File: config.mk
export PLATFORM = sky130hd
export DESIGN_NAME = pressure_com
export DESIGN_NICKNAME = d
export VERILOG_FILES = /design/src/rtl/pressure_com_pkg.sv /design/src/rtl/pressure_com_divider.sv /design/src/rtl/pressure_com.sv
export SDC_FILE = /design/constraint.sdc
export NUM_CORES = 1
export LEC_CHECK = 0
export ABC_CLOCK_PERIOD_IN_PS = 6350
export CAP_MARGIN = 20
export CORE_UTILIZATION = 50
export DETAILED_ROUTE_END_ITERATION = 12
export PLACE_DENSITY = 0.67
export SLEW_MARGIN = 20
export SYNTH_ARGS = -nofsm -noshare
export SYNTH_HDL_FRONTEND = slang
export SYNTH_SLANG_ARGS = --single-unit
File: constraint.sdc
create_clock -name clk -period 6.35 [get_ports clk]
set_input_delay 0.9525 -clock clk [delete_from_list [all_inputs] [get_ports clk]]
set_output_delay 0.9525 -clock clk [all_outputs]
set_load 0.02 [all_outputs]
File: src/rtl/pressure_com_pkg.sv
// Shared types and width helpers for the pressure centre-of-mass block.
package pressure_com_pkg;

  localparam int QW = 11;

  typedef enum logic [2:0] {ACCUM, CHECK, DIV_X, DIV_Y, DONE} state_e;

  function automatic int total_w(input int dw, input int cells);
    return dw + $clog2(cells);
  endfunction

  function automatic int idx_acc_w(input int tot_w, input int wires);
    return tot_w + $clog2(wires);
  endfunction

endpackage

File: src/rtl/pressure_com_divider.sv
// Restoring unsigned divider, one quotient bit per cycle; done pulses exactly QW cycles after start.
// The final bit is resolved combinationally in the done cycle, so quot is only meaningful while done=1.
module com_divider #(
  parameter int NUM_W = 26,
  parameter int DEN_W = 16,
  parameter int QW    = 11
) (
  input  logic             clk,
  input  logic             rst,
  input  logic             start,
  input  logic [NUM_W-1:0] num,
  input  logic [DEN_W-1:0] den,
  output logic             busy,
  output logic             done,
  output logic [QW-1:0]    quot
);
  localparam int CW    = NUM_W + DEN_W + QW;
  localparam int CNT_W = $clog2(QW + 1);

  logic [CW-1:0]    rem_q, rem_d, dsh_q, dsh_d;
  logic [QW-1:0]    q_q, q_d;
  logic [CNT_W-1:0] cnt_q, cnt_d;
  logic             ovf_q, ovf_d, busy_q, busy_d;
  logic             ge, last;

  assign ge   = (rem_q >= dsh_q);
  assign last = busy_q && (cnt_q == CNT_W'(QW - 1));

  always_comb begin
    rem_d  = rem_q;
    dsh_d  = dsh_q;
    q_d    = q_q;
    cnt_d  = cnt_q;
    ovf_d  = ovf_q;
    busy_d = busy_q;
    if (start) begin
      rem_d  = CW'(num);
      dsh_d  = CW'(den) << (QW - 1);
      // A quotient that would not fit in QW bits (or den=0) saturates.
      ovf_d  = (CW'(num) >= (CW'(den) << QW));
      q_d    = '0;
      cnt_d  = '0;
      busy_d = 1'b1;
    end else if (busy_q) begin
      if (ge) rem_d = rem_q - dsh_q;
      dsh_d = dsh_q >> 1;
      q_d   = {q_q[QW-2:0], ge};
      cnt_d = cnt_q + CNT_W'(1);
      if (last) busy_d = 1'b0;
    end
  end

  always_ff @(posedge clk) begin
    if (rst) begin
      rem_q  <= '0;
      dsh_q  <= '0;
      q_q    <= '0;
      cnt_q  <= '0;
      ovf_q  <= 1'b0;
      busy_q <= 1'b0;
    end else begin
      rem_q  <= rem_d;
      dsh_q  <= dsh_d;
      q_q    <= q_d;
      cnt_q  <= cnt_d;
      ovf_q  <= ovf_d;
      busy_q <= busy_d;
    end
  end

  assign busy = busy_q;
  assign done = last;
  assign quot = ovf_q ? {QW{1'b1}} : {q_q[QW-2:0], ge};

endmodule

File: src/rtl/pressure_com.sv
// Accumulates one tactile frame of weighted samples and divides out the pressure centre in pixels.
// Touch frames report 25 cycles after the last sample, light frames after 2; input stalls meanwhile.
module pressure_com
  import pressure_com_pkg::*;
#(
  parameter int SW_WIRE_CNT = 16,
  parameter int RD_WIRE_CNT = 16,
  parameter int DATA_WIDTH  = 8,
  parameter int NOISE_FLOOR = 8,
  parameter int MIN_TOTAL   = 64,
  parameter int CELL_PX     = 32
) (
  input  logic                           clk,
  input  logic                           rst,
  input  logic                           sample_valid,
  output logic                           sample_ready,
  input  logic [DATA_WIDTH-1:0]          sample_data,
  input  logic [$clog2(SW_WIRE_CNT)-1:0] sample_sw,
  input  logic [$clog2(RD_WIRE_CNT)-1:0] sample_rd,
  input  logic                           sample_last,
  output logic [10:0]                    x_com,
  output logic [9:0]                     y_com,
  output logic                           touch,
  output logic                           frame_done
);
  localparam int TOT_W   = total_w(DATA_WIDTH, SW_WIRE_CNT * RD_WIRE_CNT);
  localparam int SX_W    = idx_acc_w(TOT_W, SW_WIRE_CNT);
  localparam int SY_W    = idx_acc_w(TOT_W, RD_WIRE_CNT);
  localparam int CP_LOG2 = $clog2(CELL_PX);
  localparam int NUM_W   = ((SX_W > SY_W) ? SX_W : SY_W) + 1 + CP_LOG2;

  state_e              state_q, state_d;
  logic [TOT_W-1:0]    tot_q, tot_d;
  logic [SX_W-1:0]     sx_q, sx_d;
  logic [SY_W-1:0]     sy_q, sy_d;
  logic [QW-1:0]       xres_q, xres_d;
  logic [10:0]         x_com_q, x_com_d;
  logic [9:0]          y_com_q, y_com_d;
  logic                touch_q, touch_d, ystart_q, ystart_d;
  logic [DATA_WIDTH-1:0] w;
  logic                in_range, xfer, start_x;
  logic [NUM_W-1:0]    num_x, num_y, div_num;
  logic                div_busy, div_done;
  logic [QW-1:0]       div_quot;

  assign in_range = (int'(sample_sw) < SW_WIRE_CNT) && (int'(sample_rd) < RD_WIRE_CNT);
  assign w = (in_range && (sample_data > DATA_WIDTH'(NOISE_FLOOR)))
             ? sample_data - DATA_WIDTH'(NOISE_FLOOR) : '0;

  assign sample_ready = (state_q == ACCUM) && !div_busy;
  assign xfer         = sample_valid && sample_ready;

  // Adding total/2 before the divide lands the result on the centre of the weighted cell.
  assign num_x   = (NUM_W'(sx_q) + NUM_W'(tot_q >> 1)) << CP_LOG2;
  assign num_y   = (NUM_W'(sy_q) + NUM_W'(tot_q >> 1)) << CP_LOG2;
  assign div_num = ystart_q ? num_y : num_x;

  always_comb begin
    state_d  = state_q;
    tot_d    = tot_q;
    sx_d     = sx_q;
    sy_d     = sy_q;
    xres_d   = xres_q;
    x_com_d  = x_com_q;
    y_com_d  = y_com_q;
    touch_d  = touch_q;
    ystart_d = 1'b0;
    start_x  = 1'b0;
    unique case (state_q)
      ACCUM: if (xfer) begin
        tot_d = tot_q + TOT_W'(w);
        sx_d  = sx_q + (SX_W'(w) * SX_W'(sample_sw));
        sy_d  = sy_q + (SY_W'(w) * SY_W'(sample_rd));
        if (sample_last) state_d = CHECK;
      end
      CHECK: if (tot_q < TOT_W'(MIN_TOTAL)) begin
        touch_d = 1'b0;
        state_d = DONE;
      end else begin
        start_x = 1'b1;
        state_d = DIV_X;
      end
      DIV_X: if (div_done) begin
        xres_d   = div_quot;
        ystart_d = 1'b1;
        state_d  = DIV_Y;
      end
      // Outputs load on entry to DONE so they are visible alongside frame_done.
      DIV_Y: if (div_done) begin
        x_com_d = xres_q;
        y_com_d = div_quot[9:0];
        touch_d = 1'b1;
        state_d = DONE;
      end
      DONE: begin
        tot_d   = '0;
        sx_d    = '0;
        sy_d    = '0;
        state_d = ACCUM;
      end
      default: state_d = ACCUM;
    endcase
  end

  always_ff @(posedge clk) begin
    if (rst) begin
      state_q  <= ACCUM;
      tot_q    <= '0;
      sx_q     <= '0;
      sy_q     <= '0;
      xres_q   <= '0;
      x_com_q  <= '0;
      y_com_q  <= '0;
      touch_q  <= 1'b0;
      ystart_q <= 1'b0;
    end else begin
      state_q  <= state_d;
      tot_q    <= tot_d;
      sx_q     <= sx_d;
      sy_q     <= sy_d;
      xres_q   <= xres_d;
      x_com_q  <= x_com_d;
      y_com_q  <= y_com_d;
      touch_q  <= touch_d;
      ystart_q <= ystart_d;
    end
  end

  com_divider #(.NUM_W(NUM_W), .DEN_W(TOT_W), .QW(QW)) u_div (
    .clk   (clk),
    .rst   (rst),
    .start (start_x || ystart_q),
    .num   (div_num),
    .den   (tot_q),
    .busy  (div_busy),
    .done  (div_done),
    .quot  (div_quot)
  );

  assign x_com      = x_com_q;
  assign y_com      = y_com_q;
  assign touch      = touch_q;
  assign frame_done = (state_q == DONE);

endmodule
==> results list <==
- Largest clock skew in the final design: 23.5 ps
- Worst hold path cell count: 2
- Static timing analysis puts the maximum clock frequency at 169 MHz.
- For this run the aggregate overflow at the end of global routing stands at 0.
* Number of nets in the layout: 1,923
- IR Drop Worst-Case VDD: 0.427 mV
- Power per cell area: 573 mW/mm^2
* Clock latency on the worst-skew pair: 460 ps
- Area grow syn2layout: 10.7%
- Number of hold-repair buffers added at the cts stage: 0
- Remaining max-slew budget at the tightest pin: 25.0%
* Min-Delay Path Class: register to register
- Post-CTS timing repair inserted 0 buffers for setup.
- Total Routed Length: 33.6 mm
- Standard-cell rows: 60
* Fraction of the cycle the final worst path needs: 93.0%
* Antenna violations before repair: 0
* Largest stage delay on the critical path: 510 ps
- Length in cells of the worst reg-to-reg path: 18
- Element type at the critical path start: primary input
* Post-cts gate resize count: 0
- Data required, critical path: 6720 ps
- After detailed routing, the number of remaining DRC violations is 0.
- Post-synthesis cell count: 1,733
- Clock-pin slew was measured on the worst setup and hold paths at 100 ps.
* Measured slew at the worst slew-check pin: 1120 ps
- Number of nets in the synthesized netlist: 1,909
- The flow ran to the end, and the final reports show no timing, DRC or antenna violations.
* H-tree lvl count: 4
- Global placer's final weighted congestion: 0.865
* Number of design-rule violations left by the first detailed-router iteration: 767
* Shortest period the worst path allows: 5910 ps
- Number of global-route vias before repair: 11,200
* Cell area after synthesis: 0.0137 mm^2
- In the final layout, the multi-input gates occupy 0.00904 mm^2.
* Number of max-capacitance violations reported: 0
* Sinks on the clock net: 188
- Iteration count of the initial detailed-routing pass: 5
- Post-DRT Antenna Nets: 0
* Buffers from clock root to sink, at most: 2
- WP buf/inv: 3
* Switching share of total power: 51.2%
* Area of all sequential standard cells: 0.00376 mm^2
- Async SR Flop Fraction: 0%
- The slowest stage of the critical path belongs to the cell fa_1.
- Port buffering added 43 buffers.
- Pin placement for this block handled 44 I/O pins.
* CP delay by family, top: adder cells
- Number of synthesized register bits: 188
- Measured along the x axis, the die boundary spans 167 um.
- In the final timing run, aggregate negative setup slack is 0 ps.
* DR vias/cell: 5.72
- Initial Utilization: 50.9%
- Post-synth top flop: dfxtp_1
* Switching power: 0.00443 W
- The first global-routing pass estimated 56.1 mm of wire.
- Placeable core region: 0.0269 mm^2
* DR WL/cell: 16.0 um
- The number of pins with negative max-slew slack in the final report was 0.
- Share of post-route cells with drive strength above 1: 5.17%
* Number of cells on the critical path: 20
* Total CTS buffers: 17
- The clock network accounts for 13.5% of the total power.
* Final Setup Violations: 0
- Library cells used by synthesis: 64
* Filler instances: 2,531
- Summing all placed instances gives a cell area of 0.0145 mm^2.
- TritonCTS clock tree: done
- Sequential cells were found to cover 27.5% of the synthesized design area.
- Root Buffer: clkbuf_16
* Chip height: 167 um
* Largest fanout of any net on the critical path: 7
* Pleak: 6.22 nW
- The worst setup path is captured at a register.
- Averaged over all synthesized cells, the footprint is 7.89 um^2.
* Synth Warn #: 0
* Post-layout instance area: 0.0151 mm^2
- Worst path cell trace: clkdlybuf4s50_1 -> nor4_2 -> nand2_1 -> and2_1 -> nand2_1 -> fa_1 -> fa_1 -> fa_1 -> inv_1 -> ha_1 -> nor2b_1 -> o21ai_0 -> a21oi_1 -> o21ai_0 -> a21oi_1 -> a41o_1 -> a211oi_1 -> buf_4 -> or4_1 -> a21oi_1
- Largest net degree at the start of global routing: 74
* Total die area: 0.0280 mm^2
* Part of the total power dissipated in sequential elements: 18.9%
- Logic gate share of total power: 67.6%
- Setup slack on the worst reg-to-reg path comes out at 1110 ps.
- Arrival time of data at the critical path endpoint: 6270 ps
* Post-detail-place hpwl: 24.5 mm
- Count of flip-flops with a built-in enable after synthesis: 0
- Cell-internal power: 0.00423 W
* Overall routing resource usage: 24.3%
* Count of final hold-check violations: 0
- Setup repair after global routing missed its margin: no
- Overall via count from detail_route: 12,000
- The worst setup path is of the primary input to register kind.
-- cell usage in the layout, fill, tap and decap left out, types with 27 or more instances in the layout --
master,count
a211oi_1,51
a21oi_1,110
and2_1,40
buf_4,29
clkdlybuf4s50_1,42
dfxtp_1,187
fa_1,45
ha_1,111
inv_1,164
mux2i_1,41
nand2_1,143
nand3_1,49
nor2_1,201
nor2b_1,27
nor3_1,37
o21ai_0,83
xnor2_1,62
xor2_1,31
-- metal layers --
layer | vias to the layer above | share of wire, % | track usage (%)
li1 | 6025 | - | -
met1 | 5733 | 50 | 34.6
met2 | 238 | 45 | 38.7
met3 | 35 | 3.7 | 2.98
met4 | 0 | 1.3 | 6.02
met5 | - | 0 | 0
-- power groups by stage --
stage / Clock [W] / Sequential, W / Combinational, W
final: 0.00117 / 0.00164 / 0.00586
after global routing: 0.00123 / 0.00167 / 0.00647
after CTS: 0.00119 / 0.00163 / 0.00579
after detailed placement: 0 / 0.00166 / 0.00573
after global placement: 0 / 0.00165 / 0.00569
after floorplan: 0 / 0.00158 / 0.00440
-- final cells by class --
cell class / count / share of cell area, %
multi-input combinational: 1304 / 59.7
clock inverter: 15 / 1.42
tap: 341 / 2.82
inverter: 165 / 4.09
clock buffer: 17 / 2.81
antenna: 1 / 0.0165
timing repair buffer: 71 / 4.22
sequential: 188 / 24.9
-- cell families after synthesis --
| family | share of synthesized area [%] |
|---|---|
| muxes | 3.66 |
| xor gates and xnor gates | 5.96 |
| AOI/OAI and AO/OA | 17.1 |
| buffers and inverters | 6.63 |
| DFF | 27.5 |
| adders and majority gates | 16.7 |
| and+or+nand+nor | 22.4 |
-- worst register-to-register path, delay by kind of cell (launching register included) --
kind | cells | cell delay, ps
AO/OA/AOI/OAI | 7 | 1430
multiplexers | 1 | 440
flip-flops | 1 | 890
adder cells (fa/ha/maj) | 3 | 950
AND/OR/NAND/NOR | 7 | 1390
-- Yosys cell counts, types with 6 or more instances --
cell / n / share of area (%)
nor2b_1: 27 / 1.2
mux2i_1: 41 / 3.0
o21bai_1: 9 / 0.49
mux2_2: 8 / 0.66
fa_1: 45 / 6.6
ha_1: 111 / 10
or3_1: 20 / 0.92
dfxtp_1: 188 / 28
clkbuf_1: 68 / 1.9
o21ai_0: 83 / 3.0
nor3_1: 38 / 1.4
nand4_1: 21 / 0.96
and2_1: 40 / 1.8
a21o_1: 16 / 0.88
o31ai_1: 9 / 0.49
a21oi_1: 111 / 4.1
nand3b_1: 6 / 0.33
xor2_1: 31 / 2.0
o211ai_1: 8 / 0.44
xnor2_1: 62 / 4.0
or2_2: 11 / 0.50
inv_1: 164 / 4.5
and3_1: 21 / 0.96
nor2_1: 202 / 5.5
nor4_1: 16 / 0.73
nand2b_1: 10 / 0.46
nand3_1: 49 / 1.8
a31oi_1: 21 / 0.96
nand2_1: 144 / 4.0
o21a_1: 18 / 0.99
buf_1: 6 / 0.16
or4_1: 13 / 0.71
a211oi_1: 51 / 2.8
-- final timing paths --
kind                                              from                  endpoint
worst max-delay path                    sample_data[6]     sy_q[19]$_SDFFE_PP0P_
worst min-delay path            xres_q[6]$_SDFFE_PP0P_     x_com[6]$_SDFFE_PP0P_
worst max register to register     ystart_q$_SDFF_PP0_  u_div.ovf_q$_SDFFE_PP0N_
worst min register to register  xres_q[6]$_SDFFE_PP0P_     x_com[6]$_SDFFE_PP0P_
-- registers in the layout, indices dropped and copies added (netlist names) --
| register | cells |
|---|---|
| touch | 1 |
| xres_q | 11 |
| x_com | 11 |
| y_com | 10 |
| u_div.dsh_q | 26 |
| u_div.busy | 1 |
| u_div.ovf_q | 1 |
| sy_q | 20 |
| u_div.rem_q | 53 |
| sx_q | 20 |
| state_q | 3 |
| u_div.q_q | 10 |
| tot_q | 16 |
| u_div.cnt_q | 4 |
| ystart_q | 1 |
-- per-stage QoR --
step	total power (W)	std cells	worst slack, ps	hold slack [ps]	util, %
final	0.00867	2102	443	451	56.3
after global routing	0.00937	2101	126	465	56.3
after CTS	0.00861	2101	486	449	56.2
after detailed placement	0.00739	2069	39.0	446	53.9
after global placement	0.00735	2069	140	442	53.9
after floorplan	0.00598	1733	1020	432	-
Note: power is estimated with default switching activity, not from simulation.
